**src/rtl/xtea_pkg.sv**
```systemverilog
// Shared types and helpers for the dual-rail XTEA job controller.
// Widths, FSM state encodings and the dual-rail encoder.
package xtea_pkg;

  localparam int DATA_W = 64;
  localparam int KEY_W  = 128;

  typedef enum logic [1:0] {
    I_IDLE,
    I_DATA,
    I_NULL
  } in_state_t;

  typedef enum logic [1:0] {
    O_WAIT,
    O_PRES,
    O_ACK
  } out_state_t;

  // Returns {false rail, true rail}.
  function automatic logic [2*DATA_W-1:0] dr_enc(
    input logic [DATA_W-1:0] x
  );
    return {~x, x};
  endfunction

  function automatic logic [2*KEY_W-1:0] dr_enc_key(
    input logic [KEY_W-1:0] x
  );
    return {~x, x};
  endfunction

endpackage

```
**src/rtl/xtea_sync.sv**
```systemverilog
// Multi-flop synchronizer for one asynchronous condition bit.
// Async active-low reset clears the whole chain.
module xtea_sync #(
  parameter int STAGES = 2
) (
  input  logic clk,
  input  logic reset,
  input  logic d,
  output logic q
);

  logic [STAGES-1:0] chain;

  always_ff @(posedge clk or negedge reset) begin
    if (!reset) begin
      chain <= '0;
    end else begin
      chain <= {chain[STAGES-2:0], d};
    end
  end

  assign q = chain[STAGES-1];

endmodule

```
**src/rtl/xtea_dr_ctrl.sv**
```systemverilog
// Clocked job controller for the clockless dual-rail XTEA core.
// Four-phase RTZ handshakes on the input and output channels.
module xtea_dr_ctrl
  import xtea_pkg::*;
#(
  parameter int SYNC_STAGES = 2,
  parameter int TIMEOUT_CYC = 4096
) (
  input  logic              clk,
  input  logic              reset,
  input  logic              s_valid,
  output logic              s_ready,
  input  logic [DATA_W-1:0] s_data,
  input  logic [KEY_W-1:0]  s_key,
  output logic              m_valid,
  input  logic              m_ready,
  output logic [DATA_W-1:0] m_data,
  output logic [DATA_W-1:0] in_enc_t,
  output logic [DATA_W-1:0] in_enc_f,
  input  logic [DATA_W-1:0] in_enc_ack,
  output logic [KEY_W-1:0]  key_t,
  output logic [KEY_W-1:0]  key_f,
  input  logic [KEY_W-1:0]  key_ack,
  input  logic [DATA_W-1:0] out_enc_t,
  input  logic [DATA_W-1:0] out_enc_f,
  output logic [DATA_W-1:0] out_enc_ack,
  output logic              busy,
  output logic              err_timeout,
  output logic              err_illegal
);

  localparam int CW = $clog2(TIMEOUT_CYC + 1);
  localparam logic [CW-1:0] TMO = CW'(TIMEOUT_CYC);

  in_state_t  istate;
  in_state_t  istate_nx;
  out_state_t ostate;
  out_state_t ostate_nx;

  logic ack_hi;
  logic ack_lo;
  logic o_cmp;
  logic o_nul;
  logic ack_hi_s;
  logic ack_lo_s;
  logic o_cmp_s;
  logic o_nul_s;

  logic          run;
  logic          accept;
  logic          grab;
  logic          hand;
  logic          done;
  logic          out_ack;
  logic          iwait;
  logic          owait;
  logic [CW-1:0] icnt;
  logic [CW-1:0] ocnt;

  // Each condition only moves one way within a phase,
  // so reducing before synchronizing cannot glitch.
  assign ack_hi = (&in_enc_ack) & (&key_ack);
  assign ack_lo = ~(|in_enc_ack) & ~(|key_ack);
  assign o_cmp  = &(out_enc_t | out_enc_f);
  assign o_nul  = ~(|(out_enc_t | out_enc_f));

  xtea_sync #(.STAGES(SYNC_STAGES)) u_sync_ack_hi (
    .clk   (clk),
    .reset (reset),
    .d     (ack_hi),
    .q     (ack_hi_s)
  );

  xtea_sync #(.STAGES(SYNC_STAGES)) u_sync_ack_lo (
    .clk   (clk),
    .reset (reset),
    .d     (ack_lo),
    .q     (ack_lo_s)
  );

  xtea_sync #(.STAGES(SYNC_STAGES)) u_sync_o_cmp (
    .clk   (clk),
    .reset (reset),
    .d     (o_cmp),
    .q     (o_cmp_s)
  );

  xtea_sync #(.STAGES(SYNC_STAGES)) u_sync_o_nul (
    .clk   (clk),
    .reset (reset),
    .d     (o_nul),
    .q     (o_nul_s)
  );

  // run keeps s_ready low while reset is held.
  assign s_ready     = run & (istate == I_IDLE) & ~busy;
  assign accept      = s_valid & s_ready;
  assign out_enc_ack = {DATA_W{out_ack}};

  always_ff @(posedge clk or negedge reset) begin
    if (!reset) begin
      istate <= I_IDLE;
      ostate <= O_WAIT;
      run    <= 1'b0;
    end else begin
      istate <= istate_nx;
      ostate <= ostate_nx;
      run    <= 1'b1;
    end
  end

  always_comb begin
    istate_nx = istate;
    unique case (istate)
      I_IDLE: if (accept) istate_nx = I_DATA;
      I_DATA: if (ack_hi_s) istate_nx = I_NULL;
      I_NULL: if (ack_lo_s) istate_nx = I_IDLE;
      default: istate_nx = I_IDLE;
    endcase
  end

  always_comb begin
    ostate_nx = ostate;
    grab      = 1'b0;
    hand      = 1'b0;
    done      = 1'b0;
    unique case (ostate)
      O_WAIT: begin
        if (busy && o_cmp_s) begin
          ostate_nx = O_PRES;
          grab      = 1'b1;
        end
      end
      O_PRES: begin
        if (m_ready) begin
          ostate_nx = O_ACK;
          hand      = 1'b1;
        end
      end
      O_ACK: begin
        if (o_nul_s) begin
          ostate_nx = O_WAIT;
          done      = 1'b1;
        end
      end
      default: ostate_nx = O_WAIT;
    endcase
  end

  // Rails are registered directly so the core never sees a glitch.
  always_ff @(posedge clk or negedge reset) begin
    if (!reset) begin
      in_enc_t <= '0;
      in_enc_f <= '0;
      key_t    <= '0;
      key_f    <= '0;
    end else if (accept) begin
      {in_enc_f, in_enc_t} <= dr_enc(s_data);
      {key_f, key_t}       <= dr_enc_key(s_key);
    end else if (istate == I_DATA && ack_hi_s) begin
      in_enc_t <= '0;
      in_enc_f <= '0;
      key_t    <= '0;
      key_f    <= '0;
    end
  end

  always_ff @(posedge clk or negedge reset) begin
    if (!reset) begin
      busy        <= 1'b0;
      m_valid     <= 1'b0;
      m_data      <= '0;
      out_ack     <= 1'b0;
      err_illegal <= 1'b0;
    end else begin
      if (accept) busy <= 1'b1;
      else if (done) busy <= 1'b0;
      if (grab) begin
        m_data  <= out_enc_t;
        m_valid <= 1'b1;
        if (|(out_enc_t & out_enc_f)) err_illegal <= 1'b1;
      end
      if (hand) begin
        m_valid <= 1'b0;
        out_ack <= 1'b1;
      end
      if (done) out_ack <= 1'b0;
    end
  end

  // O_PRES waits on the bus consumer, not the core, so it is not timed.
  assign iwait = (istate == I_DATA) | (istate == I_NULL);
  assign owait = busy & ((ostate == O_WAIT) | (ostate == O_ACK));

  always_ff @(posedge clk or negedge reset) begin
    if (!reset) begin
      icnt        <= '0;
      ocnt        <= '0;
      err_timeout <= 1'b0;
    end else begin
      if (!iwait || istate_nx != istate) icnt <= '0;
      else if (icnt != TMO) icnt <= icnt + 1'b1;
      if (!owait || ostate_nx != ostate) ocnt <= '0;
      else if (ocnt != TMO) ocnt <= ocnt + 1'b1;
      if (icnt == TMO || ocnt == TMO) err_timeout <= 1'b1;
    end
  end

endmodule

```
**config.mk**
```make
export PLATFORM = sky130hd
export DESIGN_NAME = xtea_dr_ctrl
export DESIGN_NICKNAME = d
export VERILOG_FILES = /design/src/rtl/xtea_pkg.sv /design/src/rtl/xtea_sync.sv /design/src/rtl/xtea_dr_ctrl.sv
export SDC_FILE = /design/constraint.sdc
export NUM_CORES = 1
export LEC_CHECK = 0
export ABC_AREA = 1
export BUFFER_PORTS_ARGS = -buffer_cell sky130_fd_sc_hd__buf_2
export CAP_MARGIN = 10
export CORE_AREA = 2 2 399 401
export CTS_CLUSTER_DIAMETER = 150
export DETAILED_ROUTE_END_ITERATION = 12
export DIE_AREA = 0 0 401 403
export GPL_ROUTABILITY_DRIVEN = 0
export HOLD_SLACK_MARGIN = 0.08
export MAX_ROUTING_LAYER = met4
export SYNTH_ARGS = -nofsm -noshare
export SYNTH_HDL_FRONTEND = slang
export SYNTH_HIERARCHICAL = 1
export SYNTH_SLANG_ARGS = --single-unit
```
**constraint.sdc**
```tcl
create_clock -name clk -period 3.74 [get_ports clk]
set_input_delay 0.187 -clock clk [delete_from_list [all_inputs] [get_ports clk]]
set_output_delay 0.187 -clock clk [all_outputs]
set_load 0.02 [all_outputs]
```
After elaboration in Yosys (flattened, before gate mapping)

Cells that the tools add are included.

Register bits: 492
Input port bits: 516
Output and inout bits: 517
Word-level logic and storage cells: 100

Add/subtract/negate cells: 2
Equal/unequal tests: 10
Mux-type cells: 30
Bitwise gates (word level): 16
Reduce and logical (&&, ||, !) cells: 23

Operators by type and width:

| kind                                                                   | number |
|---|---|
| 128-bit 2-to-1 mux                                                     | 3 |
| 64-bit 2-to-1 mux                                                      | 3 |
| 64-bit OR reduction                                                    | 3 |
| 128-bit NOT                                                            | 1 |
| 128-bit AND reduction                                                  | 1 |
| 64-bit AND reduction                                                   | 2 |
| 128-bit OR reduction                                                   | 1 |
| 64-bit AND                                                             | 1 |
| 64-bit NOT                                                             | 1 |
| 64-bit OR                                                              | 1 |
| 13-bit 2-to-1 mux                                                      | 4 |
| 13-bit by 1-bit adder with 13-bit output (second input constant)       | 2 |
| 13-bit equality test (second input constant)                           | 2 |
| 13-bit inequality test (second input constant)                         | 2 |
| 1-bit 2-to-1 mux                                                       | 12 |
| 2-bit 2-to-1 mux                                                       | 6 |
| 2-bit one-hot mux with 3 select lines                                  | 2 |
| 2-bit nonzero test                                                     | 6 |
| 1-bit AND                                                              | 6 |
| 2-bit by 1-bit equality test with 1-bit output (second input constant) | 2 |
| 2-bit equality test (second input constant)                            | 2 |
| 2-bit zero test                                                        | 2 |
| 2-bit inequality test                                                  | 2 |
| 1-bit NOT                                                              | 4 |
| 5 further kinds                                                        | 10 |

Logic depth before layout (Yosys ltp)

Gate-level depths: netlist of the first run.

Word-level depth: 9
Depth in mapped cells: 12
Gate-level depth less buffers: 11

Modules after synthesis

Netlist of the first run, hierarchy kept.

Modules (own cells, without submodules):

| module       | instances | cells an instance | area each (um^2) | seq. area each (um^2) |
|---|---|---|---|---|
| xtea_dr_ctrl | 1         | 2550              | 21500.6          | 12111.6 |
| xtea_sync    | 4         | 2                 | 50.0             | 50.0 |

Worst setup path after synthesis of the first run

No wires, ideal clock.

Path type: register to output
Start: register out_ack
End: output port out_enc_ack[0]
Arrival time: 1.572 ns
Required time: 3.553 ns
Path slack: 1.981 ns
Stages on the path, launching flop included: 2
Path buffers: 1
Cell sequence: dfrtp_1 > buf_4

RTL lines:

| item                   | line                | source |
|---|---|---|
| from (decl)            | xtea_dr_ctrl.sv:54  | `logic out_ack;` |
| from (signal assigned) | xtea_dr_ctrl.sv:173 | `out_ack <= 1'b0;` |
| from (signal assigned) | xtea_dr_ctrl.sv:185 | `out_ack <= 1'b1;` |
| from (signal assigned) | xtea_dr_ctrl.sv:187 | `if (done) out_ack <= 1'b0;` |
| to (decl)              | xtea_dr_ctrl.sv:26  | `output logic [DATA_W-1:0] out_enc_ack,` |

No word-level cell between the ends.

Final worst setup path of the first run

Start: input port key_ack[76]
End: register u_sync_ack_lo.chain[0]

Longest elaborated chain between the ends: 3

Ends and longest elaborated chain:

| item                 | line               | source |
|---|---|---|
| from (decl)          | xtea_dr_ctrl.sv:23 | `input logic [KEY_W-1:0] key_ack,` |
| 128-bit OR reduction | xtea_dr_ctrl.sv:63 | `assign ack_lo = ~(\|in_enc_ack) & ~(\|key_ack);` |
| 1-bit NOT            | xtea_dr_ctrl.sv:63 |  |
| 1-bit AND            | xtea_dr_ctrl.sv:63 |  |
| named net ack_lo     | xtea_dr_ctrl.sv:41 | `logic ack_lo;` |
| to (signal assigned) | xtea_sync.sv:18    | `chain <= {chain[STAGES-2:0], d};` |
| to (decl)            | xtea_sync.sv:12    | `logic [STAGES-1:0] chain;` |

The timed path passes the listed nets, and every way through them passes these cells.
A chain may end at the register's enable or synchronous reset.

==> impl_metrics.yaml, run 1 <==
outcome:
  status: "complete, no violations"
setup_path:
  cp-start-kind: "input port"
  r2r-end: "key_f[49]"
  arrival_ns: 4.20
  critPathSlowestCell: "dlygate4sd3_1"
  worstReg2RegStart: "istate[1]"
  crit_chain: "dlygate4sd3_1 -> buf_2 -> nor2_1 -> dlygate4sd3_1 -> nand4_1 -> dlygate4sd3_1 -> nor2_1 -> dlygate4sd3_1 -> nand3_1 -> dlygate4sd3_1 -> nor2_1 -> dlygate4sd3_1"
  crit_type: "input port to flip-flop"
  startpoint: "key_ack[76]"
  path_max_fanout: 2
  reg2regPathDepth: 6
  endpoint: "u_sync_ack_lo/chain[0]"
  end_kind: "flip-flop"
  crit_family: "buffers and inverters"
  path_depth: 12
  crit_path_frequent_cell: "dlygate4sd3_1"
  reg2reg_setup_slack_ns: 1.20
  critPathBufInv: 7
  critical_path_required_ns: 4.33
  critPathMaxStageDelay_ns: 0.59
floorplanning:
  initial_core_util_pct: 13.8
  core_sq_um: 157000
  io_pins: 1033
  die_w_um: 401
  die_h_um: 403
  rows: 146
  dieArea_sq_um: 162000
yosys:
  synth.avg_cell_area_sq_um: 8.48
  synthCells: 2558
  synth.largest_area_cell: "dfrtp_1"
  synth_cell_types: 33
  yosys-top-cells-area: "dfrtp_1, nand2_1, inv_1"
  synth.most_common_cell: "nand2_1"
  synthArstFlopShare_pct: 100
  yosys.area.top_type_share_pct: 56.7
  synth_nets: 3082
  ys_seq_area_share_pct: 56.7
  ys_top_cells_by_count: "nand2_1, dfrtp_1, inv_1"
  synthFlopType: "dfrtp_1"
  ys_ff_latch: 492
  ys_warn_count: 6
  netlist_area_sq_um: 21700
  synth-edff-count: 0
route:
  dr.pass1.iters: 5
  wl_um: 118000
  vias: 23395
  viasPerCell: 3.91
  drc: 0
  drt_iter0_drc: 1895
  drtAntennaViolNets: 0
  wl_per_cell_um: 19.7
grt:
  grt_util_met3_pct: 3.31
  grt_pass1_wl_um: 164000
  antenna_found_initial: 88
  overflow: 0
  grt_util_met1_pct: 17.5
  grt_pass1_vias: 22658
  top_usage_layer: "met2"
  grt_util_met2_pct: 22.9
  grt_max_degree: 135
  grt_use_total_pct: 14.3
power:
  p_total_uw: 12700
  leakagePower_uw: 0.0165
  p_sw_uw: 3150
  power_frac_clock_pct: 50.2
  p_int_uw: 9560
  powerDensity_nw_per_um2: 372
  ir_drop_v: 0.000401
  seq_power_share_pct: 41.9
  p_comb_share_pct: 7.9
  swShare_pct: 24.8
timing:
  setup_violations: 0
  finalCritPeriodShare_pct: 96.8
  rsz0062_at_grt: "no"
  worst_pin_slew_ns: 0.985
  hold_violations: 0
  holdWs_ns: 0.159
  relSlewSlack_pct: 34.3
  drv_slew: 0
  finalWorstSetupSlack_ns: 0.120
  clock-skew-final_ns: 0.0252
  period_needed_ns: 3.62
  max_freq_mhz: 276
  setup_tns_ns: 0
cts:
  clk_path_buf_depth: 3
  post_cts.repair.setup_buffers: 0
  htreeDepth: 2
  cts-root-buf: "clkbuf_16"
  clkTransAtPathRegs_ns: 0.07
  cts_tree: "done"
  cts-resized-gates: 0
  numClockSinks: 492
  clock_latency_ns: 0.66
  cts_buffers: 61
min_path:
  hp-class: "input port to asynchronous set/reset pin"
placement:
  numPortBuffers: 1032
  dpl_worst_slack_ns: 1.23
  dpl.cell_count: 5530
  place_hpwl_um: 95200
flow_run:
  drv_cap: 0
final_layout:
  area_growth_pct: 57.4
  drive_gt1_share_pct: 31.6
  nets: 4340
  stdcell_count: 5983
[power by group through the flow]
stage	Clock (uW)	Sequential (uW)	Combinational, uW
floorplan	0	5420	118
finish	6380	5330	1010
CTS	6570	5330	1020
global placement	0	5420	672
detailed placement	0	5420	686
global route	6760	5320	1100
[logic make-up (layout without fill, tap and decap cells)]
kind of cell             count (synthesis)  after routing  share of synthesized area (%)
XOR/XNOR                                12             12                          0.484
AND/OR/NAND/NOR                       1032           1032                           19.7
adder cells (fa/ha/maj)                  8              8                          0.461
other                                    1             46                         0.0173
AO/OA/AOI/OAI                          405            405                           10.5
buffers and inverters                  608           1916                           12.1
flip-flops                             492            492                           56.7
[layout make-up]
class,instances,area (sq um)
Fill cell,17287,123000
Sequential cell,492,12300
Timing Repair Buffer,1357,8500
Multi-Input combinational cell,1458,6790
Tap cell,2072,2590
Clock buffer,83,1780
Inverter,446,1680
Clock inverter,30,387
Antenna cell,45,113
[worst register-to-register path: cells and delay by family (launching register included)]
kind | cells | cell delay [ns]
buffers and inverters | 3 | 1.26
adder cells (fa/ha/maj) | 1 | 0.27
AO/OA/AOI/OAI | 1 | 0.22
flip-flops | 1 | 0.46
AND/OR/NAND/NOR | 1 | 0.20
[stage by stage]
stage,util (%),instance area [sq um]
2_1_floorplan,-,21700
3_3_place_gp,18.4,28900
3_5_place_dp,18.4,28900
4_1_cts,21.6,34000
5_1_grt,21.7,34100
6_report,21.7,34200
[sequential cells by signal, summed over array words and instances, names as in the netlist]
signal / count
key_f: 128
ostate: 2
icnt: 13
u_sync_o_cmp/chain: 2
key_t: 128
out_ack: 1
m_data: 64
in_enc_f: 64
in_enc_t: 64
ocnt: 13
busy: 1
err_timeout: 1
u_sync_o_nul/chain: 2
run: 1
u_sync_ack_hi/chain: 2
istate: 2
err_illegal: 1
m_valid: 1
u_sync_ack_lo/chain: 2
[metal layers]
metal,up-vias,routed length (um)
li1,10581,-
met1,11291,48600
met2,1261,55600
met3,262,8900
met4,0,4650
met5,-,0
[timing repair]
item / CTS / global route
hold buffers: 295 / 0
setup endpoints to repair: 0 / 0
endpoints found under the hold margin: 537 / 0
[cells in the final DEF (no fill, tap or decap), types with 31 or more instances in the layout]
| cell type | instances |
|---|---|
| clkbuf_16 | 62 |
| diode_2 | 45 |
| inv_1 | 442 |
| dfrtp_1 | 491 |
| buf_2 | 1031 |
| dlygate4sd3_1 | 295 |
| nor3_1 | 43 |
| nand4_1 | 70 |
| o22ai_1 | 192 |
| or2_2 | 31 |
| nand2_1 | 616 |
| o21ai_0 | 200 |
| nor2_1 | 230 |
[worst min path at each step]
stage / startpoint / endpoint
2_1_floorplan: reset / busy
3_3_place_gp: reset / key_f[73]
3_5_place_dp: reset / key_f[73]
4_1_cts: s_valid / in_enc_f[31]
5_1_grt: reset / key_t[83]
6_report: reset / key_f[73]
Power figures use the tool's default switching activity.
==> run 2: changes to the inputs <==
--- a/config.mk
+++ b/config.mk
@@ -12,9 +12,10 @@
 export CTS_CLUSTER_DIAMETER = 150
 export DETAILED_ROUTE_END_ITERATION = 12
 export DIE_AREA = 0 0 401 403
-export GPL_ROUTABILITY_DRIVEN = 0
+export GPL_ROUTABILITY_DRIVEN = 1
 export HOLD_SLACK_MARGIN = 0.08
 export MAX_ROUTING_LAYER = met4
+export RECOVER_POWER = 100
 export SYNTH_ARGS = -nofsm -noshare
 export SYNTH_HDL_FRONTEND = slang
 export SYNTH_HIERARCHICAL = 1
==> impl_metrics.yaml, run 2 (synthesis results as in run 1) <==
setup_path:
  crit_path_frequent_cell: "dlygate4sd3_1"
  path_max_fanout: 2
  crit_chain: "dlygate4sd3_1 -> clkbuf_1 -> nand4_1 -> dlygate4sd3_1 -> nor2_1 -> dlygate4sd3_1 -> nand2_1 -> dlygate4sd3_1 -> nor2_1 -> dlygate4sd3_1 -> nand2_1 -> dlygate4sd3_1 -> nor2_1"
  reg2regPathDepth: 7
  cp-start-kind: "input port"
  critical_path_required_ns: 4.28
  arrival_ns: 4.12
  critPathMaxStageDelay_ns: 0.57
  critPathSlowestCell: "dlygate4sd3_1"
  crit_type: "input port to flip-flop"
  end_kind: "flip-flop"
final_layout:
  multi_input_area_sq_um: 6750
  nets: 4343
  stdcell_count: 5972
  fill_cells: 17840
  final_common_cell: "nand2_1"
  reg_top3: "key_f (128), key_t (128)"
  drive_gt1_share_pct: 17.6
  seqCellArea_sq_um: 12300
  final_cell_mix: "nand2_1, clkbuf_1, buf_2"
  area_growth_pct: 52.4
flow_run:
  drv_cap: 2
min_path:
  hp-class: "input port to flip-flop"
  min_path_cells: 7
timing:
  max_freq_mhz: 279
  finalWorstSetupSlack_ns: 0.160
  holdWs_ns: 0.145
  drv_slew: 138
  period_needed_ns: 3.58
  relSlewSlack_pct: -78.3
  setup_tns_ns: 0
  worst_pin_slew_ns: 2.67
  finalCritPeriodShare_pct: 95.7
  setup_violations: 0
  hold_violations: 0
  rsz0062_at_grt: "no"
  clock-skew-final_ns: 0.0321
grt:
  overflow: 0
  antenna_found_initial: 77
  grt_max_degree: 112
  grt_pass1_vias: 22616
  grt_use_total_pct: 14.5
  grt_util_met1_pct: 17.8
  grt_pass1_wl_um: 166000
  grt_util_met2_pct: 23.5
  grt_util_met3_pct: 3.13
  top_usage_layer: "met2"
route:
  wl_um: 119000
  wl_per_cell_um: 20.0
  vias: 22943
  drc: 0
  drtAntennaViolNets: 0
  viasPerCell: 3.84
  drt_iter0_drc: 1718
  dr.pass1.iters: 5
power:
  leakagePower_uw: 0.0145
  powerDensity_nw_per_um2: 368
  ir_drop_v: 0.000337
placement:
  dpl_worst_slack_ns: 1.23
  numPortBuffers: 1032
  place_hpwl_um: 96600
  gp_congestion: 0.948
  dpl.cell_count: 5541
outcome:
  status: "finished with violations"
  failed_checks: "capacitance limit, slew limit"
cts:
  post_cts.repair.setup_buffers: 0
  hold_buffers: 291
  cts-resized-gates: 0
  htreeDepth: 2
  cts-root-buf: "clkbuf_16"
  clk_path_buf_depth: 3
  clkTransAtPathRegs_ns: 0.05
  cts_buffers: 57
  cts_tree: "done"
  numClockSinks: 492
  clock_latency_ns: 0.66
floorplanning:
  rows: 146
  core_sq_um: 157000
  die_h_um: 403
  die_w_um: 401
  initial_core_util_pct: 13.8
  io_pins: 1033
  dieArea_sq_um: 162000
[run 2: cell count changes in the layout (fill, tap and decap cells not counted), sizes merged]
cell | before | now
clkbuf | 83 | 619
inv | 455 | 451
buf | 1062 | 524
dlygate4sd3 | 295 | 291
diode | 45 | 35
clkinv | 8 | 17
[run 2: where the power goes]
part	switching, uW	leakage (uW)	total [uW]	internal (uW)
clock	2540	0.000932	5860	3320
sequential	1.06	0.00649	5320	5320
combinational	544	0.00706	995	451
[run 2: through the flow]
step,util (%),area [sq um],total power [uW]
global route,21.0,33000,12700
CTS,21.5,33800,12400
finish,21.0,33100,12200
floorplan,-,21700,5540
detailed placement,18.4,29000,6110
global placement,18.4,29000,6100
[run 2: final timing paths]
path	from	to	slack (ns)
worst max-delay path	key_ack[65]	u_sync_ack_hi/chain[0]	0.16
worst min-delay path	in_enc_ack[25]	u_sync_ack_hi/chain[0]	0.15
worst max register to register	istate[1]	key_f[69]	0.30
worst min register to register	u_sync_ack_lo/chain[0]	u_sync_ack_lo/chain[1]	0.36
max in group asynchronous	reset	key_f[26]	0.70
min in group asynchronous	reset	key_t[94]	0.86
[run 2: metal layers]
| layer | up-vias | wire (um) |
|---|---|---|
| met5 | - | 0 |
| met4 | 0 | 4310 |
| met3 | 236 | 8540 |
| met2 | 1073 | 56600 |
| met1 | 11060 | 49800 |
| li1 | 10574 | - |
[run 2: critical path, delay by kind of cell]
kind / cells / cell delay, ns
and+or+nand+nor: 6 / 0.51
buffers and inverters: 7 / 3.41
[run 2: layout make-up]
cell class	count	share of cell area, %
clock buffer	70	4.58
multi-input combinational	1458	20.4
antenna	35	0.265
tap	2072	7.84
clock inverter	35	1.25
sequential	492	37.2
timing repair buffer	1364	23.4
inverter	446	5.08
==> run 3: changes to the inputs <==
--- a/config.mk
+++ b/config.mk
@@ -8,14 +8,18 @@
 export ABC_AREA = 1
 export BUFFER_PORTS_ARGS = -buffer_cell sky130_fd_sc_hd__buf_2
 export CAP_MARGIN = 10
-export CORE_AREA = 2 2 399 401
+export CELL_PAD_IN_SITES_DETAIL_PLACEMENT = 1
+export CELL_PAD_IN_SITES_GLOBAL_PLACEMENT = 2
+export CORE_AREA = 2 2 408 410
 export CTS_CLUSTER_DIAMETER = 150
 export DETAILED_ROUTE_END_ITERATION = 12
-export DIE_AREA = 0 0 401 403
+export DIE_AREA = 0 0 410 412
 export GPL_ROUTABILITY_DRIVEN = 1
 export HOLD_SLACK_MARGIN = 0.08
 export MAX_ROUTING_LAYER = met4
+export PLACE_DENSITY_LB_ADDON = 0.1
 export RECOVER_POWER = 100
+export SKIP_CTS_REPAIR_TIMING = 1
 export SYNTH_ARGS = -nofsm -noshare
 export SYNTH_HDL_FRONTEND = slang
 export SYNTH_HIERARCHICAL = 1
==> impl_metrics.yaml, run 3 (synthesis results as in run 1) <==
setup_path:
  path_max_fanout: 2
  cp-start-kind: "input port"
  arrival_ns: 4.14
  critical_path_required_ns: 4.33
  end_kind: "flip-flop"
  crit_type: "input port to flip-flop"
power:
  p_comb_share_pct: 7.1
  power_frac_clock_pct: 53.0
  leakagePower_uw: 0.0147
  p_sw_uw: 3430
  seq_power_share_pct: 39.8
  swShare_pct: 25.7
  powerDensity_nw_per_um2: 398
  p_int_uw: 9940
  ir_drop_v: 0.000275
final_layout:
  nets: 4347
  area_growth_pct: 54.9
  final_common_cell: "nand2_1"
  final_cell_mix: "nand2_1, clkbuf_1, buf_2"
  drive_gt1_share_pct: 17.9
  reg_top3: "key_f (128), key_t (128)"
  finish.instance_area_sq_um: 33600
timing:
  finalCritPeriodShare_pct: 94.8
  relSlewSlack_pct: -45.2
  setup_tns_ns: 0
  hold_violations: 0
  drv_slew: 132
  max_freq_mhz: 282
  rsz0062_at_grt: "no"
  holdWs_ns: 0.102
  clock-skew-final_ns: 0.0391
  period_needed_ns: 3.55
  setup_violations: 0
  worst_pin_slew_ns: 2.18
route:
  wl_per_cell_um: 20.8
  drc: 0
  wl_um: 127000
  drt_iter0_drc: 721
  vias: 22000
  dr.pass1.iters: 6
  drtAntennaViolNets: 0
  viasPerCell: 3.60
floorplanning:
  io_pins: 1033
  rows: 149
  dieArea_sq_um: 169000
  die_w_um: 410
  die_h_um: 412
  initial_core_util_pct: 13.2
  core_sq_um: 164000
outcome:
  failed_checks: "capacitance limit, slew limit"
  status: "finished with violations"
grt:
  antenna_found_initial: 59
  grt_use_total_pct: 14.9
  grt_util_met3_pct: 5.68
  top_usage_layer: "met2"
  grt_util_met1_pct: 15.4
  grt_util_met2_pct: 26.1
  grt_pass1_wl_um: 174000
  grt_max_degree: 114
  overflow: 0
  grt_pass1_vias: 22478
cts:
  clkTransAtPathRegs_ns: 0.05
  cts_tree: "done"
  numClockSinks: 492
  htreeDepth: 3
  clk_path_buf_depth: 3
  cts_buffers: 74
  cts-root-buf: "clkbuf_16"
  clock_latency_ns: 0.66
placement:
  numPortBuffers: 1032
  place_hpwl_um: 99100
  placed_cell_area_sq_um: 29200
  gp_congestion: 0.781
min_path:
  hp-class: "input port to flip-flop"
flow_run:
  drv_cap: 3
run 3: path summary, 6_finish.rpt:
check / from / end / slack [ns] / depth (start not counted)
hold reg to reg: u_sync_ack_hi/chain[0] / u_sync_ack_hi/chain[1] / 0.36 / 0
min in group asynchronous: reset / in_enc_t[51] / 0.68 / 2
hold / removal: out_enc_f[57] / err_illegal / 0.10 / 9
max in group asynchronous: reset / key_f[29] / 0.64 / 3
setup reg to reg: istate[1] / in_enc_f[19] / 0.52 / 6
setup / recovery: key_ack[80] / u_sync_ack_hi/chain[0] / 0.19 / 13
run 3: power groups by stage:
| stage | clock (uW) | sequential (uW) | combinational, uW |
|---|---|---|---|
| finish | 7100 | 5330 | 953 |
| detailed placement | 0 | 5420 | 751 |
| global placement | 0 | 5420 | 752 |
| global route | 7670 | 5320 | 1060 |
| CTS | 7510 | 5330 | 753 |
| floorplan | 0 | 5420 | 118 |
run 3: critical path: stages:
cell           delay (ns)
dlygate4sd3_1        0.53
clkbuf_1             0.12
nand4_1              0.08
dlygate4sd3_1        0.55
nor2_1               0.10
dlygate4sd3_1        0.55
nand2_1              0.04
dlygate4sd3_1        0.55
nor2_1               0.10
nand2_1              0.05
dlygate4sd3_1        0.55
nor2_1               0.14
dlygate4sd3_1        0.58
run 3: area by class of cell:
| cell class | instances | area, sq um |
|---|---|---|
| clock buffers | 107 | 2130 |
| multi-input cells | 1458 | 6740 |
| repair buffers | 1351 | 7630 |
| well taps | 2189 | 2740 |
| clock inverters | 21 | 268 |
| inverters | 446 | 1680 |
| fillers | 19776 | 131000 |
| diodes | 49 | 123 |
| flip-flops and latches | 492 | 12300 |
run 3: metrics by stage:
stage | worst slack [ns] | instances | util (%) | total power, uW
floorplan | 1.98 | 2558 | - | 5540
global placement | 1.24 | 5656 | 17.8 | 6170
detailed placement | 1.18 | 5656 | 17.8 | 6170
CTS | 1.17 | 5784 | 19.2 | 13600
global route | 0.000968 | 6110 | 20.5 | 14100
finish | 0.193 | 6113 | 20.5 | 13400
run 3: metal layers:
layer / share of wire (%) / vias up
met5: 0 / -
met3: 7.6 / 179
met4: 2.9 / 0
li1: - / 10633
met2: 51 / 712
met1: 38 / 10476
